$ cat config.mk
export PLATFORM = sky130hd
export DESIGN_NAME = cmp_result_monitor
export DESIGN_NICKNAME = d
export VERILOG_FILES = /design/src/rtl/cmp_result_monitor.sv
export SDC_FILE = /design/constraint.sdc
export NUM_CORES = 1
export LEC_CHECK = 0
export CAP_MARGIN = 20
export CORE_MARGIN = 2
export CORE_UTILIZATION = 55
export DETAILED_ROUTE_END_ITERATION = 8
export DONT_BUFFER_PORTS = 1
export PLACE_DENSITY = 0.7
export SLEW_MARGIN = 20
export SYNTH_ARGS = -nofsm -noshare
export SYNTH_HDL_FRONTEND = slang
export SYNTH_SLANG_ARGS = --single-unit
export TNS_END_PERCENT = 50
$ cat constraint.sdc
create_clock -name clk -period 2.37 [get_ports clk]
set_clock_uncertainty 0.05 [all_clocks]
set_input_delay 0.1185 -clock clk [delete_from_list [all_inputs] [get_ports clk]]
set_output_delay 0.1185 -clock clk [all_outputs]
set_load 0.02 [all_outputs]
$ cat src/rtl/cmp_result_monitor.sv
// Monitors comparator flags: saturating outcome counters plus a debounced NEUTRAL/HIGH/LOW window FSM.
// Define CMP_MON_STICKY_ERR_EN to make err sticky until clear or reset.

module cmp_sat_cnt #(
    parameter int W = 8
) (
    input  logic         clk,
    input  logic         rst_n,
    input  logic         clr,
    input  logic         inc,
    output logic [W-1:0] cnt
);
    always_ff @(posedge clk or negedge rst_n) begin
        if (!rst_n)
            cnt <= '0;
        else if (clr)
            cnt <= '0;
        else if (inc && (cnt != {W{1'b1}}))
            cnt <= cnt + 1'b1;
    end
endmodule

module cmp_result_monitor #(
    parameter int CNT_W    = 8,
    parameter int DEBOUNCE = 3
) (
    input  logic             clk,
    input  logic             rst_n,
    input  logic             in_valid,
    input  logic             less,
    input  logic             greater,
    input  logic             equal,
    input  logic             clear,
    output logic             alarm_hi,
    output logic             alarm_lo,
    output logic             match,
    output logic             err,
    output logic [1:0]       state,
    output logic [CNT_W-1:0] cnt_less,
    output logic [CNT_W-1:0] cnt_greater,
    output logic [CNT_W-1:0] cnt_equal
);
    typedef enum logic [1:0] {
        ST_NEUTRAL = 2'b00,
        ST_HIGH    = 2'b01,
        ST_LOW     = 2'b10
    } state_t;

    localparam logic [3:0] DEB = 4'(DEBOUNCE);

    state_t                      state_q, state_d;
    logic   [3:0]                run_q, run_d, run_nxt;
    logic                        dir_q, dir_d;
    logic                        onehot, accept, bad;
    logic   [2:0]                hit;
    logic   [2:0][CNT_W-1:0]     cnt_q;

    // Exactly one flag: odd population, but not all three.
    assign onehot = (less ^ greater ^ equal) & ~(less & greater & equal);
    assign accept = in_valid & onehot & ~clear;
    assign bad    = in_valid & ~onehot & ~clear;
    assign hit    = {equal, greater, less} & {3{accept}};

    genvar i;
    generate
        for (i = 0; i < 3; i++) begin : g_cnt
            cmp_sat_cnt #(.W(CNT_W)) u_cnt (
                .clk   (clk),
                .rst_n (rst_n),
                .clr   (clear),
                .inc   (hit[i]),
                .cnt   (cnt_q[i])
            );
        end
    endgenerate

    assign cnt_less    = cnt_q[0];
    assign cnt_greater = cnt_q[1];
    assign cnt_equal   = cnt_q[2];

    always_ff @(posedge clk or negedge rst_n) begin
        if (!rst_n) begin
            state_q <= ST_NEUTRAL;
            run_q   <= '0;
            dir_q   <= 1'b0;
        end else begin
            state_q <= state_d;
            run_q   <= run_d;
            dir_q   <= dir_d;
        end
    end

    assign run_nxt = run_q + 4'd1;

    always_comb begin
        state_d = state_q;
        run_d   = run_q;
        dir_d   = dir_q;
        if (clear) begin
            state_d = ST_NEUTRAL;
            run_d   = '0;
            dir_d   = 1'b0;
        end else if (bad) begin
            run_d = '0;
        end else if (accept) begin
            case (state_q)
                ST_NEUTRAL: begin
                    if (equal) begin
                        run_d = '0;
                    end else begin
                        // dir_q remembers which way the NEUTRAL streak is heading
                        dir_d = greater;
                        run_d = (run_q != 4'd0 && dir_q == greater) ? run_nxt : 4'd1;
                        if (run_d == DEB) begin
                            state_d = greater ? ST_HIGH : ST_LOW;
                            run_d   = '0;
                        end
                    end
                end
                ST_HIGH: begin
                    run_d = greater ? 4'd0 : run_nxt;
                    if (run_d == DEB) begin
                        state_d = ST_NEUTRAL;
                        run_d   = '0;
                    end
                end
                ST_LOW: begin
                    run_d = less ? 4'd0 : run_nxt;
                    if (run_d == DEB) begin
                        state_d = ST_NEUTRAL;
                        run_d   = '0;
                    end
                end
                default: begin
                    state_d = ST_NEUTRAL;
                    run_d   = '0;
                end
            endcase
        end
    end

    always_ff @(posedge clk or negedge rst_n) begin
        if (!rst_n) begin
            alarm_hi <= 1'b0;
            alarm_lo <= 1'b0;
            match    <= 1'b0;
            err      <= 1'b0;
        end else begin
            alarm_hi <= (state_d == ST_HIGH);
            alarm_lo <= (state_d == ST_LOW);
            if (clear)
                match <= 1'b0;
            else if (accept)
                match <= equal;
            if (clear)
                err <= 1'b0;
            else
`ifdef CMP_MON_STICKY_ERR_EN
                err <= err | bad;
`else
                err <= bad;
`endif
        end
    end

    assign state = state_q;

endmodule
==> run metrics <==
Net Count, Synth=230; Post-synth EDFFs=0; register area=875.8 sq um; All-Layer GR Usage=24.39%; DR vias=1818; Critical path buffers and inverters=0; initial antenna violation count=0; DRC viols=0; Lkg Pwr=0.8374 nW; global route overflow=0; Power Density=500.2 nW/um^2; Gate Count Post-Synth=between 200 and 250; DRT Wirelength=4.818 mm; final setup vio count=0; Die Y=64.90 microns; RSZ-0062 raised after global routing=no; post-CTS setup buffer count=0; peak supply drop=0.3119 mV; vias per cell=6.684; die area=4211 sq um; io pins=37; count of cell types in the netlist=47; final worst-path cycle share=82.18%; Hold WC Path Type=input port to flop; max cap viols=0; cell row count=22; htree depth=2; most frequent cells in the layout=35 x dfrtp_1, 22 x a21oi_1, 14 x nand2_1, 14 x o21ai_0; DRT iter0 DRCs=155; DP Wirelength=3.283 mm; fmax=0.5134 GHz; Setup CP Type=input port to flop; Slew Limit Fails=0; CP delay by family, top=simple AND/OR/NAND/NOR gates; 1st-pass router iterations=4; ys flop type=dfrtp_1; Slew headroom=33.36%; fill count=314; largest net degree at the start of global routing=36; synth-to-layout area growth=8.221%; Starting Density=56.56%; Worst Tran Pin Value=995.2 ps; status=finished clean; first-pass GRT wire length=about 8.0 mm; Clock Pin Slew Worst Setup and Hold Paths=70 ps; Final ANT Viol Nets=0; nets@finish=roughly 240; Critical Path End Type=flop; CTS root buf=clkbuf_8; Final TNS setup=0 ps; CP Max Fanout=15; WL/cell=17.71 microns; share of cells above drive strength 1=between 8 and 9%; slowest CP cell=or4_1; CP arrival=2090 ps; Startpoint Class=input port; Clock Tree Buf Depth=2; vias in the first global route=1728; synthesized area per cell=9.398 sq um; Worst-Skew Late Latency=280 ps; final core occ=61.21%; number of port buffers=0; n_diodes=0; final hold vios=0; area of the multi-input gates=1091 sq um; synthesized cell area=2039 sq um; cts bufs inserted=5; Final Critical Period=slightly below 2000 ps; leading cell type in the layout, fill and taps excluded=dfrtp_1; Cell Chain, Critical Path=ha_1 -> nor3b_4 -> o211ai_1 -> or4_1 -> a21oi_1; core area=3606 sq um; Final GP Congestion=0.8602; sequential share of the synthesized area=a little over two fifths; Ys Warns=0; clk sinks=35; async set-reset flop share out of synthesis=between 90% and 100%; die span in x=64.90 microns; Crit path required time=2520 ps; CTS tree=built; Yosys reg bits=35; Max stage delay on crit path=between 600 and 700 ps
[Yosys cell counts, types with 2 or more instances]
cell type	count	area [sq um]
o211ai_1	2	15.01
or3_1	9	56.30
xor2_1	2	17.52
ha_1	6	75.07
nor3_1	3	15.01
and4_1	2	17.52
nor2_1	8	30.03
a32o_1	2	20.02
o21ai_1	2	10.01
inv_1	11	41.29
clkbuf_1	4	15.01
nand2_1	14	52.55
nand3_1	9	45.04
mux2_2	2	22.52
and3_1	3	18.77
a21oi_1	22	110.1
o21ai_0	14	70.07
o311ai_0	4	35.03
or2_2	2	12.51
or3b_2	2	17.52
or4_1	11	82.58
dfrtp_1	35	875.8
nor2b_1	6	37.54
o41ai_1	5	43.79
nand2b_1	4	25.02
o31ai_1	9	67.56
nand4_1	4	25.02
[repair_timing]
action / CTS / global route
hold buffers: 4 / 0
gates resized for setup: 0 / 0
setup endpoints to repair: 0 / 0
endpoints found under the hold margin: 55 / 0
[power by group]
part | internal [mW] | switching (mW)
combinational | 0.0279 | 0.0526
clock | 0.206 | 0.204
sequential | 0.602 | 0.0111
[sequential cells by signal (all words and copies together), names as in the netlist]
name / cells
state: 2
run_q: 4
alarm_hi: 1
err: 1
g_cnt.u_cnt.cnt: 24
dir_q: 1
alarm_lo: 1
match: 1
[layout make-up]
cell class	instances	area share [%]
inverters	11	1.871
repair buffers	5	2.608
clock inverters	1	0.2268
multi-input cells	165	49.43
well taps	48	2.721
flip-flops and latches	35	39.68
clock buffers	7	3.458
[logic make-up (layout without fill, tap and decap cells)]
| logic type | Yosys count | in the layout | share of synthesized area (%) |
|---|---|---|---|
| flip-flops | 35 | 35 | 42.94 |
| adder cells (fa/ha/maj) | 6 | 6 | 3.681 |
| AO/OA/AOI/OAI | 72 | 72 | 23.56 |
| buffers and inverters | 17 | 24 | 3.558 |
| multiplexers | 3 | 3 | 1.656 |
| AND/OR/NAND/NOR | 81 | 81 | 23.31 |
| XOR/XNOR | 3 | 3 | 1.289 |
[per-stage QoR]
| step | instance area [sq um] | total power, mW | worst slack [ps] | hold WS, ps | instances |
|---|---|---|---|---|---|
| after floorplan | 2039 | 0.6748 | 583.9 | -227.1 | 217 |
| after global placement | 2076 | 0.6760 | 328.8 | -226.4 | 260 |
| after detailed placement | 2076 | 0.6800 | 180.3 | -226.3 | 260 |
| after CTS | 2207 | 1.114 | 439.6 | 6.617 | 272 |
| after global routing | 2207 | 1.150 | 299.2 | 15.77 | 272 |
| final | 2207 | 1.104 | 422.4 | 23.37 | 272 |
[worst paths after layout]
kind | start | endpoint | slack (ps) | cells past startpoint
worst max-delay path | less | g_cnt[0].u_cnt.cnt[7] | 420 | 5
worst min-delay path | in_valid | err | 20 | 2
worst max register to register | g_cnt[1].u_cnt.cnt[2] | g_cnt[1].u_cnt.cnt[7] | 450 | 4
worst min register to register | dir_q | dir_q | 510 | 2
max in group asynchronous | rst_n | g_cnt[1].u_cnt.cnt[5] | 1850 | 2
min in group asynchronous | rst_n | g_cnt[2].u_cnt.cnt[3] | 230 | 2
[metal layers]
layer	part of all wire (%)	routed length, microns	vias up	global-route usage [%]
met4	1.7	83	0	9.574
met5	0	0	-	0
li1	-	-	851	-
met3	6.3	303	13	6.771
met2	50	2406	63	40.46
met1	42	2024	891	30.00
Power figures use the tool's default switching activity.
